`config.mk`:
```
export PLATFORM = sky130hd
export DESIGN_NAME = ws_inst_sequencer
export DESIGN_NICKNAME = d
export VERILOG_FILES = /design/src/rtl/ws_seq_pkg.sv /design/src/rtl/ws_inst_sequencer_inst_pack.sv /design/src/rtl/ws_inst_sequencer.sv
export SDC_FILE = /design/constraint.sdc
export NUM_CORES = 1
export LEC_CHECK = 0
export BUFFER_PORTS_ARGS = -buffer_cell sky130_fd_sc_hd__clkbuf_2
export CAP_MARGIN = 20
export CORE_MARGIN = 5
export CORE_UTILIZATION = 35
export DETAILED_ROUTE_END_ITERATION = 6
export PLACE_DENSITY = 0.51
export SETUP_SLACK_MARGIN = 0.3
export SLEW_MARGIN = 5
export SYNTH_ARGS = -nofsm -noshare
export SYNTH_HDL_FRONTEND = slang
export SYNTH_HIERARCHICAL = 1
export SYNTH_SLANG_ARGS = --single-unit
```
`constraint.sdc`:
```
create_clock -name clk -period 2.64 [get_ports clk]
set_input_delay 0.264 -clock clk [delete_from_list [all_inputs] [get_ports clk]]
set_output_delay 0.264 -clock clk [all_outputs]
set_load 0.05 [all_outputs]
```
`src/rtl/ws_seq_pkg.sv`:
```
// Shared definitions for the weight-stationary instruction sequencer:
// bit positions of every field in the 38-bit core instruction word,
// the idle word, the sequencer state encoding and the named control bundle.
package ws_seq_pkg;

    localparam int INST_W = 38;
    localparam int ADDR_W = 11;

    localparam int B_ALL_ROW_MODE = 37;
    localparam int B_L0_RD_MODE   = 36;
    localparam int B_MODE         = 35;
    localparam int B_DATA_MODE    = 34;
    localparam int B_ACC          = 33;
    localparam int B_CEN_PMEM     = 32;
    localparam int B_WEN_PMEM     = 31;
    localparam int B_A_PMEM_HI    = 30;
    localparam int B_A_PMEM_LO    = 20;
    localparam int B_CEN_XMEM     = 19;
    localparam int B_WEN_XMEM     = 18;
    localparam int B_A_XMEM_HI    = 17;
    localparam int B_A_XMEM_LO    = 7;
    localparam int B_OFIFO_RD     = 6;
    localparam int B_IFIFO_WR     = 5;
    localparam int B_IFIFO_RD     = 4;
    localparam int B_L0_RD        = 3;
    localparam int B_L0_WR        = 2;
    localparam int B_EXECUTE      = 1;
    localparam int B_LOAD         = 0;

    // Both SRAMs deselected (CEN/WEN are active-low), every strobe off.
    localparam logic [INST_W-1:0] IDLE_INST = 38'h1800C0000;

    typedef enum logic [2:0] {
        IDLE,
        W_FETCH,
        W_LOAD,
        A_FETCH,
        EXEC,
        DRAIN,
        DONE
    } ws_state_e;

    typedef struct packed {
        logic              all_row_mode;
        logic              l0_rd_mode;
        logic              mode;
        logic              data_mode;
        logic              acc;
        logic              cen_pmem;
        logic              wen_pmem;
        logic [ADDR_W-1:0] a_pmem;
        logic              cen_xmem;
        logic              wen_xmem;
        logic [ADDR_W-1:0] a_xmem;
        logic              ofifo_rd;
        logic              ififo_wr;
        logic              ififo_rd;
        logic              l0_rd;
        logic              l0_wr;
        logic              execute;
        logic              load;
    } inst_ctrl_t;

endpackage

```
`src/rtl/ws_inst_sequencer_inst_pack.sv`:
```
// Combinational packer: places the named control fields at their positions
// in the core instruction word.
module inst_pack
    import ws_seq_pkg::*;
(
    input  inst_ctrl_t        ctrl,
    output logic [INST_W-1:0] inst
);

    // Field-by-field placement so the word layout lives only in the package.
    always_comb begin
        inst = '0;
        inst[B_ALL_ROW_MODE]            = ctrl.all_row_mode;
        inst[B_L0_RD_MODE]              = ctrl.l0_rd_mode;
        inst[B_MODE]                    = ctrl.mode;
        inst[B_DATA_MODE]               = ctrl.data_mode;
        inst[B_ACC]                     = ctrl.acc;
        inst[B_CEN_PMEM]                = ctrl.cen_pmem;
        inst[B_WEN_PMEM]                = ctrl.wen_pmem;
        inst[B_A_PMEM_HI:B_A_PMEM_LO]   = ctrl.a_pmem;
        inst[B_CEN_XMEM]                = ctrl.cen_xmem;
        inst[B_WEN_XMEM]                = ctrl.wen_xmem;
        inst[B_A_XMEM_HI:B_A_XMEM_LO]   = ctrl.a_xmem;
        inst[B_OFIFO_RD]                = ctrl.ofifo_rd;
        inst[B_IFIFO_WR]                = ctrl.ififo_wr;
        inst[B_IFIFO_RD]                = ctrl.ififo_rd;
        inst[B_L0_RD]                   = ctrl.l0_rd;
        inst[B_L0_WR]                   = ctrl.l0_wr;
        inst[B_EXECUTE]                 = ctrl.execute;
        inst[B_LOAD]                    = ctrl.load;
    end

endmodule

```
`src/rtl/ws_inst_sequencer.sv`:
```
// Weight-stationary instruction sequencer. For each kernel position it walks
// weight fetch, weight load, activation fetch, execute and OFIFO drain, and
// drives the core instruction word for each cycle.
//
// OFIFO handshake: ofifo_valid means core holds a complete output row;
// ofifo_rd (inst bit 6) is the combinational accept. A word transfers in any
// cycle where both are high; ofifo_rd never rises outside DRAIN or once the
// kernel's LEN_ACT words have been taken.
module ws_inst_sequencer
    import ws_seq_pkg::*;
#(
    parameter int row     = 8,
    parameter int col     = 8,
    parameter int KIJ     = 9,
    parameter int LEN_ACT = 36,
    parameter int W_BASE  = 0,
    parameter int A_BASE  = 0
) (
    input  logic              clk,
    input  logic              reset,
    input  logic              start,
    input  logic              ofifo_valid,
    output logic [INST_W-1:0] inst,
    output logic              busy,
    output logic              done,
    output logic [3:0]        kij_idx,
    output ws_state_e         state_dbg
);

    localparam int CNT_W = $clog2(LEN_ACT + row + col + 1);
    localparam int DRN_W = $clog2(LEN_ACT + 1);

    localparam logic [CNT_W-1:0] W_LAST  = CNT_W'(col);
    localparam logic [CNT_W-1:0] L_LAST  = CNT_W'(row + col - 1);
    localparam logic [CNT_W-1:0] A_LAST  = CNT_W'(LEN_ACT);
    localparam logic [CNT_W-1:0] E_LAST  = CNT_W'(LEN_ACT + row + col - 1);
    localparam logic [DRN_W-1:0] DRN_LEN = DRN_W'(LEN_ACT);
    localparam logic [3:0]       KIJ_LAST = 4'(KIJ - 1);

    if ((W_BASE + KIJ * col > 2048) || (KIJ > 16) || (KIJ < 1)) begin : g_cfg_check
        $error("ws_inst_sequencer: weight blocks exceed the 11-bit address space or KIJ out of range");
    end

    ws_state_e         state_q, state_d;
    logic [CNT_W-1:0]  cnt_q, cnt_d;
    logic [DRN_W-1:0]  drain_q, drain_d;
    logic [3:0]        kij_q, kij_d;
    logic [INST_W-1:0] inst_q, inst_word;
    inst_ctrl_t        ctrl;
    logic              ofifo_rd;

    // OFIFO read strobe: follows ofifo_valid in the same cycle, capped at LEN_ACT.
    always_comb begin
        ofifo_rd = (state_q == DRAIN) && ofifo_valid && (drain_q < DRN_LEN);
    end

    // Next-state, phase counter, drain counter and kernel index.
    always_comb begin
        state_d = state_q;
        cnt_d   = cnt_q + 1'b1;
        drain_d = drain_q;
        kij_d   = kij_q;
        case (state_q)
            IDLE: begin
                cnt_d = '0;
                if (start) state_d = W_FETCH;
            end
            W_FETCH: if (cnt_q == W_LAST) begin state_d = W_LOAD;  cnt_d = '0; end
            W_LOAD:  if (cnt_q == L_LAST) begin state_d = A_FETCH; cnt_d = '0; end
            A_FETCH: if (cnt_q == A_LAST) begin state_d = EXEC;    cnt_d = '0; end
            EXEC: begin
                if (cnt_q == E_LAST) begin
                    state_d = DRAIN;
                    cnt_d   = '0;
                    drain_d = '0;
                end
            end
            DRAIN: begin
                cnt_d = '0;
                if (ofifo_rd) drain_d = drain_q + 1'b1;
                if (drain_q == DRN_LEN) begin
                    drain_d = '0;
                    if (kij_q == KIJ_LAST) begin
                        state_d = DONE;
                    end else begin
                        kij_d   = kij_q + 4'd1;
                        state_d = W_FETCH;
                    end
                end
            end
            DONE: begin
                state_d = IDLE;
                cnt_d   = '0;
                kij_d   = '0;
            end
            default: begin
                state_d = IDLE;
                cnt_d   = '0;
                drain_d = '0;
                kij_d   = '0;
            end
        endcase
    end

    // Control fields for the cycle being entered, so the registered word lines up with state.
    always_comb begin
        ctrl          = '0;
        ctrl.cen_pmem = 1'b1;
        ctrl.wen_pmem = 1'b1;
        ctrl.cen_xmem = 1'b1;
        ctrl.wen_xmem = 1'b1;
        ctrl.mode     = (state_d != IDLE);
        ctrl.acc      = (kij_d != 4'd0);
        case (state_d)
            W_FETCH: begin
                ctrl.data_mode = 1'b1;
                if (cnt_d < W_LAST) begin
                    ctrl.cen_pmem = 1'b0;
                    ctrl.a_pmem   = ADDR_W'(W_BASE) + ADDR_W'(kij_d) * ADDR_W'(col) + ADDR_W'(cnt_d);
                end
                // SRAM read data arrives one cycle after the address.
                ctrl.l0_wr = (cnt_d != '0);
            end
            W_LOAD: begin
                ctrl.l0_rd        = 1'b1;
                ctrl.load         = 1'b1;
                ctrl.all_row_mode = 1'b1;
            end
            A_FETCH: begin
                if (cnt_d < A_LAST) begin
                    ctrl.cen_xmem = 1'b0;
                    ctrl.a_xmem   = ADDR_W'(A_BASE) + ADDR_W'(cnt_d);
                end
                ctrl.l0_wr = (cnt_d != '0);
            end
            EXEC: begin
                ctrl.l0_rd      = 1'b1;
                ctrl.l0_rd_mode = 1'b1;
                ctrl.execute    = 1'b1;
            end
            default: ;
        endcase
    end

    inst_pack u_inst_pack (
        .ctrl (ctrl),
        .inst (inst_word)
    );

    // State, counters and the registered instruction word.
    always_ff @(posedge clk) begin
        if (reset) begin
            state_q <= IDLE;
            cnt_q   <= '0;
            drain_q <= '0;
            kij_q   <= '0;
            inst_q  <= IDLE_INST;
        end else begin
            state_q <= state_d;
            cnt_q   <= cnt_d;
            drain_q <= drain_d;
            kij_q   <= kij_d;
            inst_q  <= inst_word;
        end
    end

    // Splice the combinational OFIFO read into the registered word.
    always_comb begin
        inst = inst_q | (INST_W'(ofifo_rd) << B_OFIFO_RD);
    end

    assign busy      = (state_q != IDLE) && (state_q != DONE);
    assign done      = (state_q == DONE);
    assign kij_idx   = kij_q;
    assign state_dbg = state_q;

endmodule
```
Yosys cells after proc, flatten, opt, wreduce, memory -nomap -nowiden
Cells that the tools add are included.
{ "word_totals": {"reg_bits": 57, "latchBits": 0, "ramBits": 0, "romBits": 0, "out_inout_bits": 47, "wordCells": 88, "n_memories": 0} }
{ "classes": {"n_addsub": 4, "n_mul": 0, "n_div": 0, "n_lt_le_gt_ge": 3, "n_eq_ne": 19, "n_shift": 0, "muxes": 26, "n_bitwise": 7, "n_reduce_logical": 18} }
{ "ops": {"columns": ["operator", "n"], "rows": [
  ["6-bit two-way mux", 7],
  ["38-bit by 7-bit OR with 38-bit output", 1],
  ["6-bit case mux with 4 select lines", 1],
  ["3-bit two-way mux", 7],
  ["6-bit equality test (second input constant)", 3],
  ["3-bit case mux with 6 select lines", 1],
  ["6-bit case mux with 3 select lines", 1],
  ["6-bit by 1-bit adder with 6-bit output (second input constant)", 2],
  ["3-bit by 2-bit equality test with 1-bit output (second input constant)", 4],
  ["3-bit equality test (second input constant)", 4],
  ["6-bit by 4-bit equality test with 1-bit output (second input constant)", 2],
  ["6-bit < comparator (second input constant)", 2],
  ["2-bit OR reduction", 5],
  ["5-bit OR reduction", 2],
  ["7-bit by 6-bit adder with 8-bit output", 1],
  ["4-bit two-way mux", 2],
  ["4-bit case mux with 2 select lines", 1],
  ["3-bit by 1-bit equality test with 1-bit output (second input constant)", 2],
  ["6-bit by 4-bit < comparator with 1-bit output (second input constant)", 1],
  ["1-bit two-way mux", 6],
  ["1-bit inverter", 6],
  ["3-bit nonzero test", 2],
  ["6-bit nonzero test", 1],
  ["3-bit OR reduction", 2],
  ["9 further kinds", 11]
]} }

Longest topological paths before layout
{ "logic_depth": {"word_depth": 8, "mapped_depth": 15, "ltp_nobuf": 14} }

Hierarchy
The synthesis kept the hierarchy.
{ "modules_own_cells": {"columns": ["module", "instances", "cells_each", "area_each_um2", "seq_area_each_um2"], "rows": [
  ["ws_inst_sequencer", 1, 346, 3062.9, 1141.1],
  ["inst_pack", 1, 38, 285.3, 0.0]
]} }

Least setup slack after synthesis
OpenSTA, ideal clock, no wires.
{ "synth_timing": {"kind": "flip-flop to flip-flop", "startpoint": "reg state_q[0], in the netlist state_dbg[0]", "endpoint": "reg inst_q[27]", "setup_time_ns": 0.066, "arrival_time_ns": 2.732, "path_slack_ns": -0.159, "stages_incl_launch_ff": 13, "synth_period_minus_slack_ns": 2.799, "path_cell_list": "dfxtp_1 and3b_1 clkbuf_1 nand2_1 o31ai_1 ha_1 inv_1 fa_1 nor2b_1 o21ai_0 nor4_1 buf_4 nor2b_1"} }
{ "synth_via": {"elab_cells_between_ends": 22, "classes_between": "add/sub: 1; order compare: 1; eq/ne: 6; mux: 9; bitwise: 2; reduce/logical: 3"} }
{ "synth_lines": {"columns": ["element", "line", "source"], "rows": [
  ["start: declaration", "ws_inst_sequencer.sv:44", "ws_state_e state_q, state_d;"],
  ["start signal: assignment", "ws_inst_sequencer.sv:159", "state_q <= state_d;"],
  ["3-bit equality test, or another cell as far along", "ws_inst_sequencer.sv:63", "case (state_q)"],
  ["5-bit OR reduction (no line)", null, null],
  ["4-bit case mux with 2 select lines *", "ws_inst_sequencer.sv:63", null],
  ["via kij_d[0]", "ws_inst_sequencer.sv:47", "logic [3:0] kij_q, kij_d;"],
  ["7-bit by 6-bit adder with 8-bit output *", "ws_inst_sequencer.sv:119", "ctrl.a_pmem = ADDR_W'(W_BASE) + ADDR_W'(kij_d) * ADDR_W'(col) + ADDR_W'(cnt_d);"],
  ["end signal: assignment", "ws_inst_sequencer.sv:163", "inst_q <= inst_word;"],
  ["end: declaration", "ws_inst_sequencer.sv:48", "logic [INST_W-1:0] inst_q, inst_word;"]
]} }
Mark *: on every way through the listed nets, which the timed path passes. The rest lies on a longest branch.
A chain may end at the register's enable or synchronous reset.

Worst setup path after layout
{ "layout_timing": {"startpoint": "reg cnt_q[0]", "endpoint": "reg inst_q[26]"} }
{ "layout_via": {"elab_chain_len": 6, "elab_cells_between_ends": 21, "classes_between": "add/sub: 2; order compare: 1; eq/ne: 5; mux: 10; bitwise: 2; reduce/logical: 1"} }
{ "layout_rtl": {"columns": ["element", "line", "source"], "rows": [
  ["start: declaration", "ws_inst_sequencer.sv:45", "logic [CNT_W-1:0] cnt_q, cnt_d;"],
  ["start signal: assignment", "ws_inst_sequencer.sv:160", "cnt_q <= cnt_d;"],
  ["6-bit by 1-bit adder with 6-bit output, or another cell as far along", "ws_inst_sequencer.sv:60", "cnt_d = cnt_q + 1'b1;"],
  ["6-bit two-way mux (on tied branches)", null, null],
  ["6-bit case mux with 4 select lines *", "ws_inst_sequencer.sv:63", null],
  ["via cnt_d[4]", "ws_inst_sequencer.sv:45", null],
  ["6-bit by 4-bit < comparator with 1-bit output", "ws_inst_sequencer.sv:117", "if (cnt_d < W_LAST) begin"],
  ["1-bit inverter (no line)", null, null],
  ["3-bit OR reduction (no line)", null, null]
]} }
Marked as above.

==> reports/metrics.yaml <==
logic_synthesis:
  yosys.area_share.simple: 0.247
  synthArstFlopShare: 0
  syn_area_um2: 3350
  synth_compound_area_frac: 0.126
  synth.area.top_cells: "dfxtp_1 34%, buf_4 17%, nor2b_1 7.5%"
  synth_edf_count: 0
  dominantRegCellSynth: "dfxtp_1"
  synth_seq_cells: 57
  ys_types: 65
  synth_top_family_by_area: "simple AND/OR/NAND/NOR gates"
  synthXorXnorAreaFrac: 0.0209
  synth-adder-area-share: 0.0396
  yosysSeqAreaShare: 0.341
  synth.top_cell.area_share: 0.341
  avgSynthCellArea_um2: 8.72
  synthCells: 384
  yosys_warnings: 6
  muxShareOfSynthArea: 0.00635
  synth.largest_area_cell: "dfxtp_1"
route:
  via_per_inst: 4.62
  dr.pass1.iters: 4
  first_iter_violations: 122
  drt_wl_total_um: 7360
  vias: 2497
  ant_nets: 0
  route.detailed.drc: 0
  post_drt_wl_per_cell_um: 13.6
global_route:
  grt-ovfl-total: 0
  grt_max_degree: 37
  antenna_found_initial: 0
  grt_pass1_vias: 2426
  track_usage: 0.132
  grt_pass1_wl_um: 12100
worst_setup_path:
  critPathBufInv: 2
  crit_required_ps: 2830
  arrival_ps: 2660
  crit_chain: "inv_2 -> ha_4 -> or3b_4 -> o221ai_4 -> o211ai_4 -> nand2_2 -> inv_1 -> ha_1 -> a21o_1 -> a21oi_2 -> xor2_1 -> nor4_1 -> nor2b_1"
  end_kind: "flop"
  critPathSlowestCell: "or3b_4"
  slowest_delay_ps: 380
  worst-path-max-fanout: 4
  start_kind: "flop"
  path_class: "flop to flop"
  crit_family: "simple AND/OR/NAND/NOR gates"
run:
  drv_cap: 0
power:
  leakage_nw: 1.73
  ir_drop_uv: 216
  powerDensity_nw_per_um2: 550
place:
  dp_hpwl_um: 5140
  gp_congestion: 0.851
  place_area_um2: 3390
  port_buffers: 50
finish:
  n_antenna_cell: 0
  synthToLayoutAreaGrowth_pct: 15.2
  layout-drive-gt1-share: 0.387
  nNetsFinal: 420
  final_area_um2: 3860
clock_network:
  holdBufCountCts: 0
  clkTransAtPathRegs_ps: 70
  cts_tree: "yes"
  ctsLongestPathBuffers: 2
  htreeDepth: 3
  cts-buffers-inserted: 9
  clock-root-buffer: "clkbuf_8"
  clock_latency_ps: 340
  clock-sinks: 57
timing:
  finalSetupViolCount: 0
  slew_violations: 0
  max_clock_freq_mhz: 406
  slew_headroom: 0.512
  finalHoldViolCount: 0
  totalNegativeSetupSlack_ps: 0
  max_slew.worst_pin.slew_ps: 733
  min_period_over_period: 0.933
  fin_crit_ps: 2460
  skew_ps: 13.3
  rsz0062_at_grt: "true"
status:
  status: "complete, no violations"
floorplan:
  core_area_um2: 9280
  fp-row-count: 35
  start_util: 0.361
  ios: 51
  fp.dieW_um: 108
  die_area_um2: 11600
  die_y_um: 108
min_path:
  min_path_type: "flop to flop"
report_power, final:
group / total [mW] / internal (mW) / leakage (nW) / switching, mW
sequential: 0.889 / 0.877 / 0.470 / 0.0117
combinational: 0.216 / 0.0780 / 1.14 / 0.138
clock: 1.02 / 0.652 / 0.120 / 0.364
total: 2.12 / 1.61 / 1.73 / 0.514
Yosys cell counts (all sizes together), types with 3 or more instances:
library cell  count
o21ai            10
or2               5
o31ai             3
buf              87
nand2            14
ha                9
nand2b            3
xor2              4
a21oi             8
inv              17
nand3b            5
nor2b            40
nor2             20
nor3              8
a211o             3
and3              3
nand4             5
dfxtp            57
nand3             7
nor4             12
xnor2             4
clkbuf            9
a31oi             3
a21o              5
cells by family (layout without fill, tap and decap cells):
logic type | count (synthesis) | count (layout)
xor gates and xnor gates | 8 | 8
buffers and inverters | 113 | 129
DFF | 57 | 57
other | 2 | 13
muxes | 2 | 2
adders and majority gates | 10 | 10
and+or+nand+nor | 138 | 138
AOI/OAI and AO/OA | 54 | 54
sequential cells by signal (all words and copies together), names as in the netlist:
register,flops
inst_q,38
cnt_q,6
drain_q,6
kij_idx,4
state_dbg,3
cell usage in the layout, fill, tap and decap left out, drive strengths merged, types with 10 or more instances in the layout:
master and n:
buf 46, clkbuf 61, conb 13, dfxtp 57, inv 17, nand2 14, nor2 20, nor2b 40
nor4 12, o21ai 10
area by class of cell:
| cell class | count | area (um^2) |
|---|---|---|
| fillers | 936 | 5430 |
| multi-input cells | 225 | 1630 |
| inverters | 17 | 63.8 |
| repair buffers | 96 | 604 |
| flip-flops and latches | 57 | 1160 |
| well taps | 129 | 161 |
| clock buffers | 11 | 141 |
| clock inverters | 5 | 103 |
what timing repair did:
item	4_1_cts	5_1_grt
buffers inserted	15	5
cloned	0	2
resized for setup	10	11
endpoints found under the setup margin	5	15
pin swaps	12	2
tightest hold or removal path: stages, from the launching register on:
cell and delay (ps):
dfxtp_1 360, a21oi_1 50, nor2_1 70
path summary, 6_finish.rpt:
check             slack (ps)                     from                 endpoint  cells past startpoint
setup reg to reg         180      cnt_q[0]$_SDFF_PP0_    inst_q[26]$_SDFF_PP0_                     13
setup / recovery         180      cnt_q[0]$_SDFF_PP0_    inst_q[26]$_SDFF_PP0_                     13
hold reg to reg          520  drain_q[5]$_SDFFE_PP0P_  drain_q[5]$_SDFFE_PP0P_                      2
hold / removal           520  drain_q[5]$_SDFFE_PP0P_  drain_q[5]$_SDFFE_PP0P_                      2
through the flow:
stage	util	hold slack (ps)	total power [mW]	std cells	worst slack (ps)
floorplan	-	451	1.09	395	45.4
global placement	0.365	493	1.09	502	86.8
detailed placement	0.365	501	1.09	502	39.0
CTS	0.406	521	2.12	533	196
global route	0.416	549	2.20	540	35.0
finish	0.416	518	2.12	540	178
layer usage:
metal | vias up | global-route usage | routed length [um]
met5 | - | 0 | 0
met4 | 0 | 0.0478 | 70
met3 | 7 | 0.0420 | 380
met2 | 62 | 0.201 | 3340
met1 | 1161 | 0.175 | 3570
li1 | 1267 | - | -
Power figures use the tool's default switching activity.
